### config.mk
export PLATFORM = sky130hd
export DESIGN_NAME = coeff_zigzag_buffer_flat
export DESIGN_NICKNAME = d
export VERILOG_FILES = /design/src/rtl/coeff_zigzag_buffer_if.sv /design/src/rtl/coeff_zigzag_buffer.sv /design/src/flat_wrapper.sv
export SDC_FILE = /design/constraint.sdc
export NUM_CORES = 1
export LEC_CHECK = 0
export CORE_MARGIN = 1.5
export CORE_UTILIZATION = 45
export CTS_BUF_LIST = sky130_fd_sc_hd__clkbuf_8
export CTS_CLUSTER_DIAMETER = 40
export DETAILED_ROUTE_END_ITERATION = 12
export PLACE_DENSITY = 0.79
export SLEW_MARGIN = 20
export SYNTH_ARGS = -nofsm -noshare
export SYNTH_HDL_FRONTEND = slang
export SYNTH_SLANG_ARGS = --single-unit
### constraint.sdc
create_clock -name clk -period 9 [get_ports clk]
set_clock_uncertainty 0.1 [all_clocks]
set_input_delay 1.35 -clock clk [delete_from_list [all_inputs] [get_ports clk]]
set_output_delay 1.35 -clock clk [all_outputs]
set_load 0.03 [all_outputs]
### src/rtl/coeff_zigzag_buffer_if.sv
// Bus between the CAVLC run/level stage, the zig-zag buffer and the
// inverse-quant consumer. The slave side is the buffer itself.
interface coeff_zigzag_buffer_if;
  logic         in_valid;
  logic         in_ready;
  logic [255:0] coeff_in;
  logic [1:0]   blk_mode;
  logic         out_valid;
  logic         out_ready;
  logic [15:0]  out_level;
  logic [3:0]   out_idx;
  logic         out_last;
  logic [4:0]   out_nz_count;

  modport slave (
    input  in_valid, coeff_in, blk_mode, out_ready,
    output in_ready, out_valid, out_level, out_idx, out_last, out_nz_count
  );

  modport master (
    output in_valid, coeff_in, blk_mode, out_ready,
    input  in_ready, out_valid, out_level, out_idx, out_last, out_nz_count
  );
endinterface

### src/rtl/coeff_zigzag_buffer.sv
// Captures one block of 16 scan-order levels, then streams them in raster
// order (inverse zig-zag) over a valid/ready handshake. One block in flight.
module coeff_zigzag_buffer (
  input  logic                  clk,
  input  logic                  reset_n,  // active-high synchronous reset
  coeff_zigzag_buffer_if.slave  bus
);

  typedef enum logic {IDLE, STREAM} state_t;

  state_t             r_state, w_state_nxt;
  logic [15:0][15:0]  r_buf;
  logic [1:0]         r_mode;
  logic [3:0]         r_idx;
  logic [4:0]         r_nz;

  logic        w_in_ready, w_out_valid;
  logic        w_capture, w_hs, w_last;
  logic [1:0]  w_mode_in;
  logic [3:0]  w_last_idx, w_scan;
  logic [4:0]  w_nz_lim, w_nz_in;
  logic [15:0] w_level;

  // Mode 3 is an alias of the 16-coeff mode, so fold it away at capture.
  assign w_mode_in  = (bus.blk_mode == 2'd3) ? 2'd0 : bus.blk_mode;
  assign w_last_idx = (r_mode == 2'd2) ? 4'd3 : 4'd15;
  assign w_last     = (r_state == STREAM) && (r_idx == w_last_idx);
  assign w_capture  = w_in_ready & bus.in_valid;
  assign w_hs       = w_out_valid & bus.out_ready;

  // FSM state register
  always_ff @(posedge clk) begin
    if (reset_n) r_state <= IDLE;
    else         r_state <= w_state_nxt;
  end

  // FSM next state and handshake outputs
  always_comb begin
    w_state_nxt = r_state;
    w_in_ready  = 1'b0;
    w_out_valid = 1'b0;
    case (r_state)
      IDLE: begin
        w_in_ready = 1'b1;
        if (bus.in_valid) w_state_nxt = STREAM;
      end
      STREAM: begin
        w_out_valid = 1'b1;
        if (bus.out_ready && w_last) w_state_nxt = IDLE;
      end
      default: w_state_nxt = IDLE;
    endcase
  end

  // Nonzero count over the levels the incoming mode actually uses
  always_comb begin
    case (w_mode_in)
      2'd1:    w_nz_lim = 5'd15;
      2'd2:    w_nz_lim = 5'd4;
      default: w_nz_lim = 5'd16;
    endcase
    w_nz_in = 5'd0;
    for (int k = 0; k < 16; k++) begin
      if (k < int'(w_nz_lim) && bus.coeff_in[16*k +: 16] != 16'd0)
        w_nz_in = w_nz_in + 5'd1;
    end
  end

  // Block buffer, mode, nonzero count and raster index counter
  always_ff @(posedge clk) begin
    if (reset_n) begin
      r_buf  <= '0;
      r_mode <= 2'd0;
      r_idx  <= 4'd0;
      r_nz   <= 5'd0;
    end else if (w_capture) begin
      r_buf  <= bus.coeff_in;
      r_mode <= w_mode_in;
      r_idx  <= 4'd0;
      r_nz   <= w_nz_in;
    end else if (w_hs) begin
      r_idx  <= w_last ? 4'd0 : r_idx + 4'd1;
    end
  end

  // Raster position -> scan position of the 4x4 zig-zag
  always_comb begin
    case (r_idx)
      4'd0:    w_scan = 4'd0;
      4'd1:    w_scan = 4'd1;
      4'd2:    w_scan = 4'd5;
      4'd3:    w_scan = 4'd6;
      4'd4:    w_scan = 4'd2;
      4'd5:    w_scan = 4'd4;
      4'd6:    w_scan = 4'd7;
      4'd7:    w_scan = 4'd12;
      4'd8:    w_scan = 4'd3;
      4'd9:    w_scan = 4'd8;
      4'd10:   w_scan = 4'd11;
      4'd11:   w_scan = 4'd13;
      4'd12:   w_scan = 4'd9;
      4'd13:   w_scan = 4'd10;
      4'd14:   w_scan = 4'd14;
      default: w_scan = 4'd15;
    endcase
  end

  // Level select: AC blocks carry no DC, so scan 0 is a zero and the rest
  // shift down by one; chroma DC bypasses the zig-zag.
  always_comb begin
    w_level = 16'd0;
    if (w_out_valid) begin
      case (r_mode)
        2'd2:    w_level = r_buf[r_idx];
        2'd1:    w_level = (w_scan == 4'd0) ? 16'd0 : r_buf[w_scan - 4'd1];
        default: w_level = r_buf[w_scan];
      endcase
    end
  end

  assign bus.in_ready     = w_in_ready;
  assign bus.out_valid    = w_out_valid;
  assign bus.out_level    = w_level;
  assign bus.out_idx      = r_idx;
  assign bus.out_last     = w_last;
  assign bus.out_nz_count = r_nz;

endmodule

### src/flat_wrapper.sv
// flat-port wrapper written by rule: the top's interface ports become plain ports
module coeff_zigzag_buffer_flat 
  (clk, reset_n, bus_in_valid, bus_coeff_in, bus_blk_mode, bus_out_ready, bus_in_ready, bus_out_valid, bus_out_level, bus_out_idx, bus_out_last, bus_out_nz_count);
  coeff_zigzag_buffer_if bus_i ();
  input  logic clk;
  input  logic reset_n;
  input wire logic [$bits(bus_i.in_valid)-1:0] bus_in_valid;
  input wire logic [$bits(bus_i.coeff_in)-1:0] bus_coeff_in;
  input wire logic [$bits(bus_i.blk_mode)-1:0] bus_blk_mode;
  input wire logic [$bits(bus_i.out_ready)-1:0] bus_out_ready;
  output wire logic [$bits(bus_i.in_ready)-1:0] bus_in_ready;
  output wire logic [$bits(bus_i.out_valid)-1:0] bus_out_valid;
  output wire logic [$bits(bus_i.out_level)-1:0] bus_out_level;
  output wire logic [$bits(bus_i.out_idx)-1:0] bus_out_idx;
  output wire logic [$bits(bus_i.out_last)-1:0] bus_out_last;
  output wire logic [$bits(bus_i.out_nz_count)-1:0] bus_out_nz_count;
  assign bus_i.in_valid = bus_in_valid;
  assign bus_i.coeff_in = bus_coeff_in;
  assign bus_i.blk_mode = bus_blk_mode;
  assign bus_i.out_ready = bus_out_ready;
  assign bus_in_ready = bus_i.in_ready;
  assign bus_out_valid = bus_i.out_valid;
  assign bus_out_level = bus_i.out_level;
  assign bus_out_idx = bus_i.out_idx;
  assign bus_out_last = bus_i.out_last;
  assign bus_out_nz_count = bus_i.out_nz_count;
  coeff_zigzag_buffer u_core (.clk(clk), .reset_n(reset_n), .bus(bus_i));
endmodule
### Word-level counts from Yosys, hierarchy flattened

Memory sizes are Yosys's and may differ from the RTL's. A register that Yosys moved wholly into a read port is not among the register bits.
Index checks and enable logic that the tools add are counted.

| operators by class | value |
|---|---|
| bitwise logic cells | 3 |
| add/subtract/negate cells | 17 |
| reduce and logical (&&, ||, !) cells | 36 |
| eq/ne operators | 6 |
| mux-type cells | 36 |
| order comparisons | 19 |

Operator list:

| operator | count |
|---|---|
| 16-bit nonzero test | 16 |
| 16-bit binary-select mux with 4-bit select | 3 |
| 16-bit 2-to-1 mux | 5 |
| 5-bit 2-to-1 mux | 15 |
| 5-bit by 1-bit adder with 5-bit output, second input constant | 14 |
| 4-bit by 5-bit less-than comparator with 1-bit output, first input constant | 8 |
| 16-bit one-hot mux with 2 select lines | 1 |
| 3-bit by 5-bit less-than comparator with 1-bit output, first input constant | 4 |
| 1-bit logical AND | 18 |
| 4-bit 2-to-1 mux | 4 |
| 4-bit by 5-bit less-than comparator with 1-bit output, second input constant | 3 |
| 1-bit by 5-bit less-than comparator with 1-bit output, first input constant | 2 |
| 2-bit by 5-bit less-than comparator with 1-bit output, first input constant | 2 |
| 5-bit one-hot mux with 2 select lines | 1 |
| 2-bit equality test, second input constant | 3 |
| 1-bit 2-to-1 mux | 5 |
| 4-bit by 1-bit adder with 4-bit output, second input constant | 1 |
| 2-bit by 1-bit equality test with 1-bit output, second input constant | 2 |
| 4-bit equality test | 1 |
| 4-bit logical NOT | 1 |
| 4-bit by 1-bit subtractor with 4-bit output, second input constant | 1 |
| 1-bit by 1-bit adder with 2-bit output, second input constant | 1 |
| 1-bit AND | 2 |
| 2-bit 2-to-1 mux | 1 |
| 3 further kinds | 3 |

| word-level totals | value |
|---|---|
| input bits | 262 |
| bits in registers | 268 |
| memories kept | 1 |
| output and inout port bits | 28 |
| memory bits (read-only) | 64 |

Memories:

| name | depth | width | read ports | clocked after Yosys merged registers in | wr ports | line | RTL |
|---|---|---|---|---|---|---|---|
| (no name shown) | 16 | 4 | 1 | 1 | 0 | coeff_zigzag_buffer.sv:88 | `case (r_idx)` |

### Longest topological paths before layout

| logic depth | value |
|---|---|
| depth after elaboration | 37 |
| gate-level depth with buffers | 47 |

### Worst setup path before layout

Ideal clock, no wire load.

| timing | value |
|---|---|
| kind | input-to-reg |
| from | input port bus_blk_mode[0] |
| to | register u_core.r_nz[4] (netlist: u_core.bus.out_nz_count[4]) |
| path buffers | 0 |
| arrival time | 8.362 ns |
| setup time | 0.117 ns |
| cell stages on the path | 46 |
| path slack | 0.421 ns |
| path through | inv_1 > ha_1 > nand2_1 > o21a_1 > ha_1 > xnor2_2 > inv_1 > ha_1 > a21boi_0 > inv_1 > ha_1 > o21a_1 > ha_1 > nand2_1 > o21ai_0 > nand2_1 > o31ai_1 > a21oi_1 > [... 10 more ...] > o31ai_1 > xnor2_1 > a21oi_1 > ha_1 > nor2b_1 > a21oi_1 > xnor2_1 > mux2i_1 > ha_1 > nor2b_1 > a21oi_1 > nand2_1 > nor3_1 > nor2_1 > xnor2_1 > nand4_1 > xnor2_1 > a22o_1 |

| on the way | value |
|---|---|
| word-level cells in the longest chain between the ends | 37 |

RTL lines:

| element | line | RTL |
|---|---|---|
| from (decl) | flat_wrapper.sv:9 | `input wire logic [$bits(bus_i.blk_mode)-1:0] bus_blk_mode;` |
| 2-bit equality test | coeff_zigzag_buffer.sv:25 | `assign w_mode_in = (bus.blk_mode == 2'd3) ? 2'd0 : bus.blk_mode;` |
| 2-bit 2-to-1 mux * | coeff_zigzag_buffer.sv:25 |  |
| 2-bit equality test / 2-bit by 1-bit equality test with 1-bit output (equally long branches) | coeff_zigzag_buffer.sv:57 | `case (w_mode_in)` |
| 5-bit one-hot mux with 2 select lines * | coeff_zigzag_buffer.sv:57 |  |
| 1-bit by 5-bit less-than comparator with 1-bit output | coeff_zigzag_buffer.sv:64 | `if (k < int'(w_nz_lim) && bus.coeff_in[16*k +: 16] != 16'd0)` |
| 1-bit logical AND | coeff_zigzag_buffer.sv:64 |  |
| 1-bit 2-to-1 mux | coeff_zigzag_buffer.sv:64 |  |
| 1-bit by 1-bit adder with 2-bit output | coeff_zigzag_buffer.sv:65 | `w_nz_in = w_nz_in + 5'd1;` |
| [... 21 more ...] | - |  |
| 5-bit by 1-bit adder with 5-bit output | coeff_zigzag_buffer.sv:65 |  |
| 5-bit 2-to-1 mux | coeff_zigzag_buffer.sv:64 |  |
| 5-bit by 1-bit adder with 5-bit output | coeff_zigzag_buffer.sv:65 |  |
| 5-bit 2-to-1 mux | coeff_zigzag_buffer.sv:64 |  |
| 5-bit by 1-bit adder with 5-bit output | coeff_zigzag_buffer.sv:65 |  |
| 5-bit 2-to-1 mux | coeff_zigzag_buffer.sv:64 |  |
| 5-bit by 1-bit adder with 5-bit output | coeff_zigzag_buffer.sv:65 |  |
| 5-bit 2-to-1 mux * | coeff_zigzag_buffer.sv:64 |  |
| to (signal assigned) | coeff_zigzag_buffer.sv:80 | `r_nz <= w_nz_in;` |
| to (decl) | coeff_zigzag_buffer.sv:15 | `logic [4:0] r_nz;` |

Mark *: on every way between the ends. The rest lies on a longest branch, timed or not.
A chain may end at the register's enable or synchronous reset.

### Final worst setup path

| timing | value |
|---|---|
| from | input port bus_blk_mode[0] |
| to | register u_core.r_nz[1] (netlist: u_core.bus.out_nz_count[1]) |

Same word-level chain as after synthesis.

==> metrics.md <==
| Metric | Value |
|---|---|
| Setup CP Type | `in -> reg` |
| Worst slew margin | `11.2%` |
| Hold Path Depth | `1` |
| Number of core rows | `70` |
| Yosys warning count | `0` |
| Synth Cell Area | `0.0169 mm2` |
| Gpl congestion | `0.944` |
| FF-to-FF path depth | `9` |
| Leak pwr | `8.16 nW` |
| Fmax achieved | `0.115 GHz` |
| Pre-CTS setup slack | `-0.763 ns` |
| Most used cells in the layout excluding fill and tap cells | `clkdlybuf4s50_1 (281), dfxtp_1 (268), a22o_1 (263)` |
| Grt ovf | `0` |
| Peak supply drop | `0.343 mV` |
| Tot GR Track Use | `31.7%` |
| Largest net degree at the start of global routing | `119` |
| Skew-Pair Late Insertion Delay | `0.59 ns` |
| Part of the cycle the worst path needs | `96.3%` |
| Crit path from | `bus_blk_mode[0]` |
| Yosys top cell area share | `32.3%` |
| Psw | `1.72 mW` |
| FF+latch count, synth | `272` |
| Status | `finished clean` |
| Final Max Tran Viols | `0` |
| Largest cells by area after synthesis | `dfxtp_1 (32%), mux4_2 (30%), a22o_1 (14%), nor4_1 (2.3%), clkbuf_1 (2.2%)` |
| Critical Path RT | `9.38 ns` |
| Internal cell power | `3.23 mW` |
| Worst stage delay on the critical path | `0.48 ns` |
| Comb pwr share | `43.8%` |
| DR pass1 iterations | `5` |
| Clk sinks | `272` |
| Routed vias/inst | `6.98` |
| RR Endpoint | `u_core.w_scan[0]` |
| Beginning of the worst hold path | `u_core.bus.out_nz_count[0]` |
| Max cap viols | `0` |
| Die ar. | `0.0386 mm2` |
| H-Tree Depth | `2` |
| Final min period | `8.67 ns` |
| DP Area | `0.0208 mm2` |
| Final hold vios | `0` |
| Reg-to-reg setup timing slack | `5.56 ns` |
| Worst path arrival time | `9.05 ns` |
| Core area | `0.0368 mm2` |
| Crit end category | `flop` |
| Synth cell types | `68` |
| Flop pwr share | `27.9%` |
| Nets | `2014` |
| Synth Instances | `1386` |
| Final Instance Area | `0.0222 mm2` |
| Final setup fails | `0` |
| Sw Share | `34.8%` |
| Worst Path Max Fanout | `3` |
| DR WL/cell | `28.0 um` |
| CTS tree | `yes` |
| Die height | `197 um` |
| Final ANT Viol Nets | `0` |
| Width of the die | `197 um` |
| CTS Hold Buffers Added | `0` |
| Placed cells | `2136` |
| Root buf cell | `clkbuf_8` |
| Fin util | `60.4%` |
| Initial antenna violation count | `1` |
| Pwr dens | `223 mW/mm2` |
| Syn_nets | `1675` |
| Min-Delay Endpoint | `u_core.bus.out_nz_count[0]` |
| Hold Path Class | `reg -> reg` |
| First-pass GRT wire length | `92500 um` |
| Layout cells sized above 1 | `28.1%` |
| Routed vias | `15.6k` |
| Wirelength, routed | `62700 um` |
| Initial DRC Count | `1992` |
| Clock Power Share | `28.3%` |
| Syn_area_per_cell | `12.2 um2` |
| Largest area contributor in the netlist | `dfxtp_1` |
| Slew at the pin closest to its max-slew limit | `1.31 ns` |
| Worst Setup Slack, final | `0.335 ns` |
| CTS Buffer Depth | `3` |
| Synth async-reset ratio | `0%` |
| CP startpoint kind | `input pin` |
| Fin cells | `2237` |
| Num CTS Buffers | `51` |
| P&R area growth vs syn | `31.9%` |
| Starting density of the core | `45.8%` |
| Seq/Total Area, Yosys | `32.3%` |
| Post-DP HPWL | `46300 um` |
| Vias in the first global route | `15.0k` |
| Most Frequent Cell on Critical Path | `ha_1` |
| Reg2reg start | `u_core.bus.out_idx[0]` |
| Commonest non-fill, non-tap cell in the layout | `clkdlybuf4s50_1` |
| Port Buffer Count | `289` |
| Post-synth EDFFs | `0` |
| Slowest cell on the critical path | `clkdlybuf4s50_1` |
| Top FF cell, synth | `dfxtp_1` |
| Number of top-level pins | `290` |
| DRC | `0` |
| Worst-path clk slew | `0.07 ns` |
==> metrics by stage <==
step                      TNS, ns  power [mW]  hold slack [ns]
final                           0        4.95            0.382
after CTS                       0        4.86            0.383
after global placement      -1.26        3.42            0.375
after detailed placement    -2.70        3.46            0.366
after floorplan                 0        2.77            0.377
after global routing      -0.0540        5.18            0.420
==> state kept, by name (all words and copies together) (netlist names) <==
name and cells:
u_core.r_mode 2, u_core.w_scan 4, u_core.r_buf 256, u_core.bus.out_idx 4, u_core.r_state 1, u_core.bus.out_nz_count 5
==> critical path: cells and delay by family <==
| kind | cells | cell delay, ns |
|---|---|---|
| simple gates | 7 | 0.60 |
| xor+xnor | 4 | 0.75 |
| compound gates | 15 | 1.98 |
| mux | 3 | 0.67 |
| fa+ha+maj | 10 | 2.93 |
| buf+inv | 5 | 0.77 |
==> cells by family (layout without fill, tap and decap cells) <==
| logic type | count (synthesis) | in the layout | share of synthesized area (%) |
|---|---|---|---|
| flops | 272 | 272 | 32.3 |
| simple gates | 230 | 230 | 7.24 |
| mux | 249 | 249 | 31.4 |
| xor+xnor | 58 | 58 | 4.01 |
| fa+ha+maj | 28 | 28 | 2.06 |
| buf+inv | 150 | 532 | 3.55 |
| other cells | 0 | 1 | 0 |
| compound gates | 399 | 399 | 19.4 |
==> worst max path at each step <==
stage,cells after the start,end
4_1_cts,44,u_core.bus.out_nz_count[1]
5_1_grt,47,u_core.bus.out_nz_count[4]
2_1_floorplan,46,u_core.bus.out_nz_count[4]
3_5_place_dp,46,u_core.bus.out_nz_count[4]
3_3_place_gp,46,u_core.bus.out_nz_count[4]
6_report,44,u_core.bus.out_nz_count[1]
==> power by group through the flow <==
stage                     logic [mW]  registers (mW)  clock network (mW)
after floorplan                 1.41            1.36                   0
after CTS                       2.08            1.37                1.41
final                           2.17            1.38                1.40
after detailed placement        2.07            1.40                   0
after global routing            2.32            1.39                1.47
after global placement          2.02            1.39                   0
==> Yosys cell counts (all sizes together) (23+ instances only) <==
library cell,number
inv,23
dfxtp,272
mux4,224
nor4,62
nand2,39
ha,27
clkbuf,102
nor2,46
xnor2,43
a22o,264
a21oi,35
buf,25
nor3,23
==> area by class of cell <==
cell class	instances	area (um2)
fillers	2853	14600
multi-input cells	964	11000
flip-flops and latches	272	5460
repair buffers	413	3850
clock buffers	62	853
well taps	468	586
clock inverters	34	358
inverters	23	86.3
diodes	1	2.50
==> layer usage <==
layer	up-vias	global-route usage, %	wire, um
met5	-	0	0
met3	204	6.45	7570
met4	0	18.0	3880
met1	7705	42.2	22900
met2	1229	48.4	28400
li1	6483	-	-
==> repair_timing <==
action,CTS,global route
endpoints found under the setup margin,3,4
buffers inserted,0,4
pin swaps,1,25
gates resized for setup,4,33
gates cloned,0,0
(Power assumes the default switching activity.)
